$ cat src/rtl/uart_tx_sched.sv
// Round-robin scheduler that shares one UART transmitter among NUM_REQ requesters.
// It adds an inter-frame guard gap and a watchdog that aborts a frame when the transmitter hangs.
module uart_tx_sched #(
  parameter int NUM_REQ     = 4,
  parameter int FRAME_WD    = 8,
  parameter int GAP_CYC     = 16,
  parameter int TIMEOUT_CYC = 65536
) (
  input  logic                          clk,
  input  logic                          rst_n,
  input  logic [NUM_REQ-1:0]            req,
  input  logic [NUM_REQ*FRAME_WD-1:0]   req_data,
  output logic [NUM_REQ-1:0]            req_ack,
  output logic                          frame_en,
  output logic [FRAME_WD-1:0]           data_frame,
  input  logic                          tx_done,
  output logic                          busy,
  output logic [$clog2(NUM_REQ)-1:0]    grant_id,
  output logic                          timeout_err
);

  localparam int ID_W     = $clog2(NUM_REQ);
  localparam int WD_W     = $clog2(TIMEOUT_CYC + 1);
  localparam int GAP_W    = (GAP_CYC > 0) ? $clog2(GAP_CYC + 1) : 1;
  localparam int GAP_LAST = (GAP_CYC > 0) ? GAP_CYC - 1 : 0;

  typedef enum logic [1:0] {
    S_IDLE,
    S_LAUNCH,
    S_WAIT_DONE,
    S_GAP
  } state_e;

  state_e              state_q, state_d;
  logic [ID_W-1:0]     ptr_q, ptr_d;
  logic [ID_W-1:0]     grant_id_q, grant_id_d;
  logic [FRAME_WD-1:0] data_q, data_d;
  logic [WD_W-1:0]     wd_q, wd_d;
  logic [GAP_W-1:0]    gap_q, gap_d;
  logic [NUM_REQ-1:0]  ack_q, ack_d;
  logic                fen_q, fen_d;
  logic                terr_q, terr_d;

  logic                pick_valid;
  logic [ID_W-1:0]     pick_id;
  logic [ID_W-1:0]     ptr_next;

  // Scan offsets from the highest down so the lowest offset from ptr wins.
  always_comb begin
    pick_valid = 1'b0;
    pick_id    = '0;
    for (int k = NUM_REQ - 1; k >= 0; k--) begin
      if (req[(int'(ptr_q) + k) % NUM_REQ]) begin
        pick_valid = 1'b1;
        pick_id    = ID_W'((int'(ptr_q) + k) % NUM_REQ);
      end
    end
  end

  assign ptr_next = (grant_id_q == ID_W'(NUM_REQ - 1)) ? '0 : grant_id_q + 1'b1;

  // NOTE: every signal driven here gets a default first, so no path can infer a latch.
  always_comb begin
    state_d    = state_q;
    ptr_d      = ptr_q;
    grant_id_d = grant_id_q;
    data_d     = data_q;
    wd_d       = wd_q;
    gap_d      = gap_q;
    ack_d      = '0;
    fen_d      = 1'b0;
    terr_d     = 1'b0;

    case (state_q)
      S_IDLE: begin
        if (pick_valid) begin
          grant_id_d = pick_id;
          data_d     = req_data[pick_id*FRAME_WD +: FRAME_WD];
          fen_d      = 1'b1;
          wd_d       = '0;
          state_d    = S_LAUNCH;
        end
      end
      S_LAUNCH: begin
        wd_d    = wd_q + 1'b1;
        state_d = S_WAIT_DONE;
      end
      S_WAIT_DONE: begin
        // tx_done has priority over a watchdog expiry in the same cycle.
        if (tx_done) begin
          ack_d[grant_id_q] = 1'b1;
          ptr_d             = ptr_next;
          gap_d             = '0;
          state_d           = S_GAP;
        end else if (wd_q >= WD_W'(TIMEOUT_CYC - 1)) begin
          terr_d  = 1'b1;
          ptr_d   = ptr_next;
          gap_d   = '0;
          state_d = S_GAP;
        end else if (wd_q != '1) begin
          wd_d = wd_q + 1'b1;
        end
      end
      S_GAP: begin
        if (gap_q >= GAP_W'(GAP_LAST)) begin
          state_d = S_IDLE;
        end else begin
          gap_d = gap_q + 1'b1;
        end
      end
      default: state_d = S_IDLE;
    endcase
  end

  // NOTE: state registers use non-blocking assignments so every flop samples pre-edge values.
  always_ff @(posedge clk or negedge rst_n) begin
    if (!rst_n) begin
      state_q    <= S_IDLE;
      ptr_q      <= '0;
      grant_id_q <= '0;
      data_q     <= '0;
      wd_q       <= '0;
      gap_q      <= '0;
      ack_q      <= '0;
      fen_q      <= 1'b0;
      terr_q     <= 1'b0;
    end else begin
      state_q    <= state_d;
      ptr_q      <= ptr_d;
      grant_id_q <= grant_id_d;
      data_q     <= data_d;
      wd_q       <= wd_d;
      gap_q      <= gap_d;
      ack_q      <= ack_d;
      fen_q      <= fen_d;
      terr_q     <= terr_d;
    end
  end

  assign req_ack     = ack_q;
  assign frame_en    = fen_q;
  assign data_frame  = data_q;
  assign grant_id    = grant_id_q;
  assign timeout_err = terr_q;
  assign busy        = (state_q != S_IDLE);

endmodule

$ cat config.mk
export PLATFORM = sky130hd
export DESIGN_NAME = uart_tx_sched
export DESIGN_NICKNAME = d
export VERILOG_FILES = /design/src/rtl/uart_tx_sched.sv
export SDC_FILE = /design/constraint.sdc
export NUM_CORES = 1
export LEC_CHECK = 0
export CAP_MARGIN = 20
export CORE_UTILIZATION = 43
export DETAILED_ROUTE_END_ITERATION = 8
export PLACE_DENSITY_LB_ADDON = 0.1
export SYNTH_ARGS = -nofsm -noshare
export SYNTH_HDL_FRONTEND = slang
export SYNTH_SLANG_ARGS = --single-unit
export TNS_END_PERCENT = 10
$ cat constraint.sdc
create_clock -name clk -period 5.4 [get_ports clk]
set_input_delay 0.54 -clock clk [delete_from_list [all_inputs] [get_ports clk]]
set_output_delay 0.54 -clock clk [all_outputs]
set_load 0.005 [all_outputs]
==> flow_metrics.py <==
metrics = {
    "run_status": {
        "status": "finished clean",
    },
    "global_route": {
        "grt_max_degree": 43,
        "grt_pass1_vias": 2050,
        "groute.usage.overall_pct": 19.8,
        "grt_pass1_wl_um": 9490,
        "antenna_found_initial": 0,
        "grt-ovfl-total": 0,
    },
    "cells_and_area": {
        "area_growth_syn_to_layout_pct": 30.4,
        "drive_gt1_share_pct": 6.11,
        "instances_no_fill": 383,
        "final_core_util_pct": 58.4,
        "diodes": 0,
        "fin_nets": 361,
        "final_common_cell": "clkdlybuf4s50_1",
        "final_cell_mix": "54 x clkdlybuf4s50_1, 46 x nand2_1, 42 x dfrtp_1",
    },
    "sta": {
        "skew_ps": 9.50,
        "finalHoldViolations": 0,
        "max_freq_mhz": 311,
        "setup_viol": 0,
        "rsz0062_at_grt": "false",
        "relSlewSlack_pct": 27.7,
        "tns_ps": 0,
        "drv_slew": 0,
        "worst_pin_slew_ps": 1080,
        "period_share_pct": 59.6,
        "fin_crit_ps": 3220,
    },
    "detailed_routing": {
        "ant_nets": 0,
        "drt_iter0_markers": 57,
        "wl_per_cell_um": 14.5,
        "vias": 2139,
        "via_per_inst": 5.58,
        "routed_wl_um": 5560,
        "drt_pre_antenna_iters": 4,
        "drcViolationCount": 0,
    },
    "worst_setup_path": {
        "cp-end-kind": "register",
        "required_ps": 5620,
        "path_max_fanout": 32,
        "worstSetupPathType": "reg2reg",
        "reg2reg_depth": 10,
        "start_kind": "register",
        "reg2reg_from": "wd_q[9]$_DFFE_PN0P_",
        "setup.worst_path.start": "wd_q[9]$_DFFE_PN0P_",
        "regToRegEndpoint": "wd_q[13]$_DFFE_PN0P_",
        "r2r_slack_ps": 2180,
        "cp.arrival_ps": 3430,
    },
    "cts": {
        "cts_max_path_buffers": 2,
        "cts.sinks": 42,
        "clkTransAtPathRegs_ps": 90,
        "htree_levels": 2,
        "clk_latency_ps": 300,
        "root_buffer": "clkbuf_8",
        "post_cts_buffers": 0,
        "cts-resized-gates": 0,
        "cts_tree": "done",
        "cts_buffers": 5,
        "ctsHoldBuffers": 0,
    },
    "synth": {
        "synth_ff_type": "dfrtp_1",
        "avgSynthCellArea_sq_um": 9.55,
        "yosys_warnings": 0,
        "ys_ff_latch": 42,
        "synth_edf_count": 0,
        "synth_top_family_by_area": "simple AND/OR/NAND/NOR gates",
        "synthAdderAreaFrac_pct": 6.09,
        "synthSimpleGateAreaFrac_pct": 23.6,
        "synth_compound_area_share_pct": 15.2,
        "synth_xor_area_share_pct": 0,
        "synth_area_sq_um": 2460,
        "synth-seq-area-share_pct": 42.7,
        "synth_cell_type_count": 43,
        "synthesis.nets": 309,
        "synthCells": 258,
        "synthMuxAreaShare_pct": 7.82,
        "async_flop_share_pct": 100,
    },
    "placement": {
        "gp_congestion": 0.754,
        "dp_hpwl_um": 3980,
        "io_buffers": 55,
        "post-place-cells": 375,
    },
    "run": {
        "maxCapViolations": 0,
    },
    "pwr": {
        "design_power_total_w": 0.00151,
        "irDropWorstVdd_mv": 0.327,
        "p_per_area_nw_per_um2": 471,
        "power_leakage_nw": 1.44,
    },
    "floorplan": {
        "design.core.area_sq_um": 5510,
        "num_rows": 27,
        "die_area_sq_um": 6040,
        "die_x_um": 77.7,
        "io_pins": 56,
        "initial_core_util_pct": 44.7,
        "die_y_um": 77.7,
    },
    "hold_path": {
        "hold_class": "in2async",
    },
}
-- metal layers --
layer / part of all wire (%) / track usage, %
met5: 0 / 0
met2: 51 / 33.7
met3: 2.2 / 3.53
met4: 0.83 / 5.09
met1: 45 / 25.7
-- flip-flops by register name (all words and copies together), names as in the netlist --
name,count
data_frame,8
state_q,2
ptr_q,2
frame_en,1
gap_q,5
req_ack,4
wd_q,17
timeout_err,1
grant_id,2
-- worst max-delay path: stages (launching register included) --
cell and delay [ps]:
dfrtp_1 420, and4_1 220, nand2_1 270, nor3_1 140
ha_1 260, or4_4 560, a221oi_4 330, o41ai_4 130
buf_4 240, or4b_1 500, o211ai_1 90
-- where the power goes --
group	internal, W	switching (W)	leakage (nW)
Combinational	0.000303	0.000372	0.811
Clock	0.000197	0.000110	0.0714
Sequential	0.000429	0.000104	0.554
Total	0.000928	0.000586	1.44
-- synth_stat cells, drive strengths merged (5+ instances only) --
master | count | area share, %
inv | 16 | 2.4
nand4 | 5 | 1.3
clkbuf | 6 | 0.91
nor3 | 7 | 1.4
nand2 | 46 | 7.0
or4 | 7 | 2.3
o21ai | 8 | 1.6
and3 | 8 | 2.0
ha | 12 | 6.1
mux2i | 17 | 6.9
dfrtp | 42 | 43
buf | 5 | 1.3
nand3 | 20 | 4.1
o221ai | 13 | 4.6
-- stage by stage --
stage	cell area (sq um)	setup WS, ps	hold WS, ps
floorplan	2460	2580	244
global placement	3070	2290	473
detailed placement	3070	2190	477
CTS	3210	2180	428
global route	3210	2020	471
finish	3210	2180	389
-- worst max path at each step --
| stage | to | slack [ps] | depth (start not counted) |
|---|---|---|---|
| 2_1_floorplan | wd_q[11]$_DFFE_PN0P_ | 2580 | 10 |
| 3_3_place_gp | wd_q[13]$_DFFE_PN0P_ | 2290 | 10 |
| 3_5_place_dp | wd_q[13]$_DFFE_PN0P_ | 2190 | 10 |
| 4_1_cts | wd_q[13]$_DFFE_PN0P_ | 2180 | 10 |
| 5_1_grt | wd_q[13]$_DFFE_PN0P_ | 2020 | 10 |
| 6_report | wd_q[13]$_DFFE_PN0P_ | 2180 | 10 |
-- layout make-up --
class	instances	area [sq um]
Clock inverter	2	60.1
Clock buffer	6	82.6
Timing Repair Buffer	56	553
Multi-Input combinational cell	189	1320
Sequential cell	42	1050
Tap cell	72	90.1
Inverter	16	60.1
Fill cell	495	2290
-- kinds of logic after synthesis --
kind of cell               Yosys count
and+or+nand+nor                    113
adders and majority gates           12
AOI/OAI and AO/OA                   45
DFF                                 42
muxes                               19
buffers and inverters               27
Note: power is estimated with default switching activity, not from simulation.
